$ cat src/rtl/ic_data_refill_wr.sv
`default_nettype none
// +-------------------------------------------------------------------------+
// | ic_data_refill_wr : I-cache data RAM refill writer, critical-word-first |
// |   ic_data_ecc_encoder : 8-bit SEC-DED check bits over {data, addr}      |
// | Revision 1.0                                                            |
// +-------------------------------------------------------------------------+

// ecc[5:0] Hamming checks over data bits placed at non-power-of-2 positions
// 1..49 (bit 0 of {wdata, addr} first); ecc[6] address parity; ecc[7] overall.
module ic_data_ecc_encoder (
   input  logic [42:0] data,
   output logic [7:0]  ecc
);
   always_comb begin
      logic [5:0] chk;
      int         k;
      chk = '0;
      k   = 0;
      for (int p = 1; p < 50; p++) begin
         if ((p & (p - 1)) != 0) begin
            for (int b = 0; b < 6; b++) begin
               if (p[b]) chk[b] = chk[b] ^ data[k];
            end
            k = k + 1;
         end
      end
      ecc[5:0] = chk;
      ecc[6]   = ^data[10:0];
      ecc[7]   = (^data) ^ (^chk) ^ (^data[10:0]);
   end
endmodule

module ic_data_refill_wr #(
   parameter int LINE_WORDS = 8,
   parameter int FIFO_DEPTH = 2
) (
   input  logic                          clk,
   input  logic                          rst_a,
   input  logic                          refill_start,
   input  logic [10:0]                   refill_line_addr,
   input  logic [$clog2(LINE_WORDS)-1:0] refill_first_word,
   input  logic                          refill_valid,
   output logic                          refill_ready,
   input  logic [31:0]                   refill_data,
   input  logic                          refill_err,
   output logic                          ram_we,
   input  logic                          ram_gnt,
   output logic [10:0]                   ram_addr,
   output logic [31:0]                   ram_wdata,
   output logic [7:0]                    ram_wecc,
   output logic                          refill_busy,
   output logic                          refill_done,
   output logic                          refill_abort
);
   localparam int OW   = $clog2(LINE_WORDS);
   localparam int PW   = (FIFO_DEPTH > 1) ? $clog2(FIFO_DEPTH) : 1;
   localparam int CNTW = $clog2(FIFO_DEPTH + 1);

   typedef enum logic [2:0] {
      S_IDLE  = 3'd0,
      S_FILL  = 3'd1,
      S_DRAIN = 3'd2,
      S_FLUSH = 3'd3,
      S_DONE  = 3'd4
   } state_t;

   state_t            r_state;
   logic [10:OW]      r_line_hi;
   logic [OW-1:0]     r_first;
   logic [OW-1:0]     r_beat_cnt;
   logic              r_err;
   logic              r_busy;
   logic              r_done;
   logic              r_abort;

   logic [42:0]       r_mem [FIFO_DEPTH];
   logic [PW-1:0]     r_rd_ptr;
   logic [PW-1:0]     r_wr_ptr;
   logic [CNTW-1:0]   r_count;

   logic              w_full;
   logic              w_empty;
   logic              w_accept;
   logic              w_last;
   logic              w_push;
   logic              w_flush;
   logic              w_pop;
   logic [CNTW-1:0]   w_count_next;
   logic [OW-1:0]     w_offset;
   logic [42:0]       w_push_word;
   logic [42:0]       w_head;
   logic              w_unused;

   function automatic logic [PW-1:0] next_ptr(input logic [PW-1:0] p);
      return (p == PW'(FIFO_DEPTH - 1)) ? '0 : p + PW'(1);
   endfunction

   // Line base low bits are replaced by the wrapped offset, never added to.
   assign w_unused = ^refill_line_addr[OW-1:0];

   assign w_full   = (r_count == CNTW'(FIFO_DEPTH));
   assign w_empty  = (r_count == '0);

   // Handshake and write request decode from registers only (no path from ram_gnt).
   always_comb begin
      refill_ready = 1'b0;
      case (r_state)
         S_FILL:  refill_ready = !w_full;
         S_FLUSH: refill_ready = 1'b1;
         default: refill_ready = 1'b0;
      endcase
   end

   assign ram_we       = ((r_state == S_FILL) || (r_state == S_DRAIN)) && !w_empty;

   assign w_accept     = refill_valid & refill_ready;
   assign w_last       = (r_beat_cnt == OW'(LINE_WORDS - 1));
   assign w_push       = (r_state == S_FILL) & w_accept & !refill_err;
   assign w_flush      = (r_state == S_FILL) & w_accept & refill_err;
   assign w_pop        = ram_we & ram_gnt;
   assign w_count_next = w_flush ? '0 : (r_count + CNTW'(w_push) - CNTW'(w_pop));

   assign w_offset     = r_first + r_beat_cnt;
   assign w_push_word  = {refill_data, r_line_hi, w_offset};

   assign w_head       = r_mem[r_rd_ptr];
   assign ram_addr     = w_head[10:0];
   assign ram_wdata    = w_head[42:11];

   ic_data_ecc_encoder u_ecc (
      .data (w_head),
      .ecc  (ram_wecc)
   );

   assign refill_busy  = r_busy;
   assign refill_done  = r_done;
   assign refill_abort = r_abort;

   always_ff @(posedge clk or negedge rst_a) begin
      if (!rst_a) begin
         r_rd_ptr <= '0;
         r_wr_ptr <= '0;
         r_count  <= '0;
         for (int i = 0; i < FIFO_DEPTH; i++) r_mem[i] <= '0;
      end else begin
         if (w_flush) begin
            r_rd_ptr <= '0;
            r_wr_ptr <= '0;
         end else begin
            if (w_push) begin
               r_mem[r_wr_ptr] <= w_push_word;
               r_wr_ptr        <= next_ptr(r_wr_ptr);
            end
            if (w_pop) r_rd_ptr <= next_ptr(r_rd_ptr);
         end
         r_count <= w_count_next;
      end
   end

   always_ff @(posedge clk or negedge rst_a) begin
      if (!rst_a) begin
         r_state    <= S_IDLE;
         r_line_hi  <= '0;
         r_first    <= '0;
         r_beat_cnt <= '0;
         r_err      <= 1'b0;
         r_busy     <= 1'b0;
         r_done     <= 1'b0;
         r_abort    <= 1'b0;
      end else begin
         r_done  <= 1'b0;
         r_abort <= 1'b0;
         case (r_state)
            S_IDLE: begin
               if (refill_start) begin
                  r_line_hi  <= refill_line_addr[10:OW];
                  r_first    <= refill_first_word;
                  r_beat_cnt <= '0;
                  r_err      <= 1'b0;
                  r_busy     <= 1'b1;
                  r_state    <= S_FILL;
               end
            end
            S_FILL: begin
               if (w_accept) begin
                  r_beat_cnt <= r_beat_cnt + OW'(1);
                  if (refill_err) begin
                     r_err <= 1'b1;
                     if (w_last) begin
                        r_abort <= 1'b1;
                        r_state <= S_DONE;
                     end else begin
                        r_state <= S_FLUSH;
                     end
                  end else if (w_last) begin
                     if (w_count_next == '0) begin
                        r_done  <= 1'b1;
                        r_state <= S_DONE;
                     end else begin
                        r_state <= S_DRAIN;
                     end
                  end
               end
            end
            S_FLUSH: begin
               if (w_accept) begin
                  r_beat_cnt <= r_beat_cnt + OW'(1);
                  if (w_last) begin
                     r_abort <= 1'b1;
                     r_state <= S_DONE;
                  end
               end
            end
            S_DRAIN: begin
               if (w_count_next == '0) begin
                  r_done  <= !r_err;
                  r_abort <= r_err;
                  r_state <= S_DONE;
               end
            end
            S_DONE: begin
               r_busy  <= 1'b0;
               r_state <= S_IDLE;
            end
            default: begin
               r_busy  <= 1'b0;
               r_state <= S_IDLE;
            end
         endcase
      end
   end
endmodule
`default_nettype wire

$ cat config.mk
export PLATFORM = sky130hd
export DESIGN_NAME = ic_data_refill_wr
export DESIGN_NICKNAME = d
export VERILOG_FILES = /design/src/rtl/ic_data_refill_wr.sv
export SDC_FILE = /design/constraint.sdc
export NUM_CORES = 1
export LEC_CHECK = 0
export CORE_MARGIN = 8
export CORE_UTILIZATION = 49
export CTS_CLUSTER_SIZE = 28
export DETAILED_ROUTE_END_ITERATION = 6
export MAX_ROUTING_LAYER = met4
export PLACE_DENSITY_LB_ADDON = 0.1
export RECOVER_POWER = 100
export REMOVE_ABC_BUFFERS = 1
export SLEW_MARGIN = 20
export SYNTH_ARGS = -nofsm -noshare
export SYNTH_HDL_FRONTEND = slang
export SYNTH_SLANG_ARGS = --single-unit
$ cat constraint.sdc
create_clock -name clk -period 2.95 [get_ports clk]
set_clock_uncertainty 0.2 [all_clocks]
set_input_delay 0.4425 -clock clk [delete_from_list [all_inputs] [get_ports clk]]
set_output_delay 0.4425 -clock clk [all_outputs]
set_load 0.01 [all_outputs]
-- Yosys cells after proc, flatten, opt, wreduce, memory -nomap -nowiden
Cells that the tools add are included.
- mux-type cells: 45
- bitwise operators: 132
- eq/ne operators: 13
- reductions and logical operators: 25
- add/subtract/negate cells: 6
- $lt $le $gt $ge: 3
- operators by type and width (cell ; count):
    2-to-1 mux 43 bit ; 4
    bitwise XOR 1 bit ; 123
    bitwise mux 86 bit ; 1
    demux 43 bit (select 1 bit) ; 1
    parity 43 bit ; 1
    2-to-1 mux 3 bit ; 11
    2-to-1 mux 1 bit ; 20
    one-hot mux 3 bit (4 select lines) ; 1
    parity 11 bit ; 1
    != test 2 bit, second input constant ; 5
    one-hot mux 1 bit (2 select lines) ; 4
    nonzero test 2 bit ; 4
    == test 3 x 2 -> 1 bit, second input constant ; 2
    one-hot mux 3 bit (2 select lines) ; 1
    AND reduction 2 bit ; 3
    AND reduction 6 bit ; 1
    parity 6 bit ; 1
    bitwise AND 1 bit ; 5
    greater-or-equal comparator 2 bit, second input constant ; 2
    logical NOT 1 bit ; 4
    logical NOT 2 bit ; 2
    != test 2 x 1 -> 1 bit, second input constant ; 2
    inverter 1 -> 2 bit ; 2
    AND reduction 4 bit ; 1
    19 further kinds ; 22
- input port bits: 52
- output and inout bits: 56
- flip-flop bits (word level): 111

-- Logic depth before layout (Yosys ltp)
- depth after elaboration: 30
- depth in mapped cells: 17
- mapped depth without buffers: 15

-- Hierarchy
From an unflattened synthesis, not the netlist that was laid out.
- cells, all modules: 453
- area total of the unflattened synthesis: 6032.0 µm²
- modules (own cells, without submodules) (module ; cells each ; instances ; area an instance (µm²)):
    ic_data_refill_wr ; 370 ; 1 ; 5158.7
    ic_data_ecc_encoder ; 83 ; 1 ; 873.3

-- Worst setup path before layout
No wires, ideal clock.
- path kind: reg2reg
- start: reg r_count[1]
- end: reg r_state[2]
- arrival: 2.834 ns
- setup slack: -0.185 ns
- stages on the path, launching flop included: 17
- path through: dfrtp_1 nor3b_1 or3_1 buf_2 nand2b_1 nor2_1 inv_2 ha_1 inv_1 ha_1 xor2_1 xnor2_1 nor2b_1 nor2_1 nor2_1 nor2_1 nor4_1
- word-level cells in the longest chain between the ends: 15
- elaborated cells between the ends (all ways): 24
- those cells by class: add/sub: 2; eq/ne: 4; mux: 7; bitwise: 5; reduce/logical: 6
- RTL lines (element ; line ; RTL):
    from (decl) ; 79 ; logic [CNTW-1:0] r_count;
    from (signal assigned) ; 156 ; r_count <= w_count_next;
    == test 2 bit ; 101 ; assign w_full = (r_count == CNTW'(FIFO_DEPTH));
    logical NOT 1 bit ; 108 ; S_FILL: refill_ready = !w_full;
    one-hot mux 1 bit (2 select lines) ; 107 ; case (r_state)
    bitwise AND 1 bit ; 116 ; assign w_accept = refill_valid & refill_ready;
    bitwise AND 1 bit ; 118, 119 ;
    bitwise AND 1 bit ; 118 ; assign w_push = (r_state == S_FILL) & w_accept & !refill_err;
    adder 2 x 1 -> 2 bit ; 121 ; assign w_count_next = w_flush ? '0 : (r_count + CNTW'(w_push) - CNTW'(w_pop));
    subtractor 2 x 1 -> 2 bit ; 121 ;
    2-to-1 mux 2 bit ; 121 ;
    logical NOT 2 bit ; 196, 215 ;
    2-to-1 mux 3 bit ; 196 ; if (w_count_next == '0) begin
    2-to-1 mux 3 bit ; 195 ; end else if (w_last) begin
    2-to-1 mux 3 bit ; 187 ; if (refill_err) begin
    2-to-1 mux 3 bit ; 185 ; if (w_accept) begin
    one-hot mux 3 bit (4 select lines) ; 173 ; case (r_state)
    to (signal assigned) ; 191 ; r_state <= S_DONE;
    to (signal assigned) ; 198 ; r_state <= S_DONE;
    to (signal assigned) ; 200 ; r_state <= S_DRAIN;
    to (decl) ; 67 ; state_t r_state;
Parallel ways exist; a longest one is shown, timed or not. The select of a mux whose other input is x is not followed.
A chain may end at the register's enable or synchronous reset.

-- Final worst setup path
- start: reg r_rd_ptr
- end: out ram_wecc[7]
- word-level cells in the longest chain between the ends: 30
- elaborated cells between the ends (all ways): 130
- those cells by class: mux: 3; bitwise: 124; reduce/logical: 3
- RTL lines (element ; line ; RTL):
    from (decl) ; 77 ; logic [PW-1:0] r_rd_ptr;
    from (signal assigned) ; 154 ; if (w_pop) r_rd_ptr <= next_ptr(r_rd_ptr);
    inverter 1 -> 2 bit (not written as such) * ; 126 ; assign w_head = r_mem[r_rd_ptr];
    2-to-1 mux 43 bit (not written as such) * (3 in series) ; 126 ;
    bitwise XOR 1 bit (23 in series) ; 22 ; if (p[b]) chk[b] = chk[b] ^ data[k];
    parity 6 bit ; 29 ; ecc[7] = (^data) ^ (^chk) ^ (^data[10:0]);
    bitwise XOR 1 bit ; 29 ;
    bitwise XOR 1 bit * ; 29 ;
    to (decl) ; 50 ; output logic [7:0] ram_wecc,
Every way passes the cells marked *; elsewhere a longest branch is shown, timed or not. The select of a mux whose other input is x is not followed.

==> results.md <==
- Status: finished, violations left
- Failing checks: negative setup slack
- Reg2Reg Depth: 15
- Biggest area consumer among synthesized cells: dfrtp_1
- Worst Setup End Kind: primary output
- Post-synth ARST share: 100%
- FMAX: 280 MHz
- Vias in the first global route: 5226
- Pre-CTS setup slack: -0.613 ns
- CTS root buffer: clkbuf_16
- RSZ-0062 raised after global routing: yes
- Critical hold path startpoint: r_line_hi[5]
- Core Footprint: 13000 µm²
- Post-synthesis mux area share: 25.7%
- Syn Area/Cell: 12.3 µm²
- Vias per inst: 4.94
- Antenna diodes: 0
- # setup viols final: 32
- Die area: 17100 µm²
- Max Root-Sink Buffers: 2
- IO buf count: 104
- Crit-path max FO: 5
- H-tree depth: 3
- WHS: 0.301 ns
- Gp weighted congestion: 0.892
- Setup TNS: -3.95 ns
- Crit path DAT: 2.92 ns
- Pre-Repair DR Iteration Count: 4
- Clock Sinks: 111
- Most frequent cells after synthesis: mux2_2 (119), dfrtp_1 (111), xnor2_1 (63)
- Max Transition Viols Final: 0
- Die W: 131 µm
- # Max-Cap Violations: 0
- Boundary Pins: 108
- Syn-to-layout area delta: 43.6%
- ANT nets after route: 0
- Hold Path Class: reg2reg
- #FFs+latches synth: 111
- Initial antenna violation count: 0
- Cell with the most instances after synthesis: mux2_2
- Total GRT Usage: 20.7%
- Post-synthesis compound-gate area fraction: 2.11%
- Count of different cell masters after synthesis: 44
- Final WS setup: -0.617 ns
- Minimum clock period after layout: 3.57 ns
- XOR/XNOR Fraction of Synth Area: 19.5%
- Iter 0 DRT Violations: 249
- Largest net degree at the start of global routing: 47
- Share of cells above drive strength 1: 43.2%
- Clock-pin slew on the worst setup and hold paths: 0.07 ns
- Die H: 131 µm
- Crit Path Class: reg2out
- Simple-gate share of the synthesized area: 5.39%
- Worst r2r src: r_count[1]
- Largest cells by area after synthesis: dfrtp_1 (43%), mux2_2 (21%), xnor2_1 (8.6%), xor2_1 (5.2%), mux2i_1 (3.9%)
- Wirelength per Cell: 17.4 µm
- CTS Buf Count: 9
- Tcrit/Tclk final: 121%
- Post-synthesis cell count: 525
- Dpl cells: 898
- Synth Area in Adders: 1.28%
- Post-Layout Cell Count: 943
- Drt total wl: 16400 µm
- Largest family of logic cells by synthesized area: multiplexers
- Req. time, crit path: 2.31 ns
- Slew margin rel.: 29.3%
- Net count, final: 820
- Site row count: 42
- Final Hold Viols: 0
- Critical Path Source: r_rd_ptr
- Vias post-DR: 4660
- Startpoint types: flop
- CTS tree: built
- Number of synthesized flops with an enable pin: 0
- DRC viols: 0
- Hold Path Depth: 2
- Register area share after synthesis: 43.1%
- Synth Warn #: 0
- DP HPWL: 11700 µm
- First-pass GRT wire length: 26500 µm
- Synth Cell Area: 6450 µm²
- Post-synth top area share: 43.1%
- Worst slew pin tran: 1.06 ns
- Clk_lat worst skew: 0.36 ns
- Top FF cell, synth: dfrtp_1
- Final global-route overflow total: 0
- Initial cell density of the core: 49.5%
-- cells in the final DEF (no fill, tap or decap), types with 3 or more instances in the layout --
cell | Yosys | final
nor2b_1 | 4 | 3
clkbuf_1 | 2 | 6
mux2i_4 | 1 | 7
buf_4 | 4 | 111
dfrtp_1 | 111 | 110
xnor2_1 | 63 | 53
xnor3_1 | 7 | 7
clkbuf_4 | 0 | 5
nand2_1 | 40 | 39
mux2i_1 | 25 | 14
clkbuf_2 | 0 | 6
nand3_1 | 5 | 5
mux2i_2 | 1 | 6
mux2_4 | 2 | 3
nor3_1 | 4 | 4
dlygate4sd3_1 | 0 | 29
nor2_2 | 0 | 3
clkdlybuf4s50_1 | 0 | 61
buf_2 | 8 | 6
xor2_1 | 38 | 36
clkdlybuf4s25_1 | 0 | 3
ha_1 | 5 | 3
inv_1 | 12 | 13
buf_6 | 3 | 16
a21oi_1 | 11 | 8
xnor2_2 | 3 | 12
mux2_2 | 119 | 117
clkbuf_16 | 0 | 9
o21ai_0 | 11 | 11
nor2_1 | 19 | 16
-- what timing repair did --
item / CTS / global route
endpoints found under the setup margin: 15 / 12
pin swaps: 25 / 18
resized for setup: 83 / 37
cloned: 0 / 0
hold endpoints to repair: 40 / 0
hold buffers: 1 / 0
buffers inserted: 18 / 16
-- worst paths after layout --
check                                     to  slack, ns
worst min register to register  r_line_hi[5]       0.30
max in group asynchronous          r_mem[16]       0.62
worst max register to register    r_state[2]      -0.24
min in group asynchronous         r_state[0]       0.60
worst max-delay path             ram_wecc[7]      -0.62
worst min-delay path            r_line_hi[5]       0.30
-- critical path, cell delays in order, from the launching register on --
cell	delay (ns)
dfrtp_4	0.50
buf_8	0.15
mux2_4	0.30
xnor3_1	0.36
xnor3_1	0.38
xor3_1	0.27
xnor2_1	0.18
xnor3_1	0.27
buf_2	0.16
-- metrics by stage --
stage	cell area [µm²]	util, %
floorplan	6310	-
global placement	8490	65.1
detailed placement	8490	65.1
CTS	9160	70.3
global route	9270	71.1
finish	9270	71.1
-- cell families after synthesis --
logic type,Yosys count
buffers and inverters,36
adders and majority gates,6
and+or+nand+nor,80
AOI/OAI and AO/OA,26
xor gates and xnor gates,118
muxes,148
DFF,111
-- registers in the layout, indices dropped and copies added, names as in the netlist --
signal / count
refill_done: 1
refill_busy: 1
r_wr_ptr: 1
r_count: 2
r_beat_cnt: 3
r_mem: 86
r_first: 3
r_line_hi: 8
refill_abort: 1
r_state: 3
r_rd_ptr: 1
r_err: 1
-- area by class of cell --
cell class,count,area [µm²]
Multi-Input combinational cell,378,3750
Inverter,14,52.6
Sequential cell,111,2780
Clock buffer,12,256
Timing Repair Buffer,248,2150
Fill cell,986,3770
Clock inverter,4,52.6
Tap cell,176,220
-- layer usage --
metal / part of all wire, % / global-route usage, %
met2: 52 / 35.7
met3: 3.9 / 4.10
met5: 0 / -
met4: 1.5 / 6.14
met1: 43 / 24.2
Power is not shown: default switching activity piles up to over one toggle a cycle in this logic, so the estimate is an artifact.
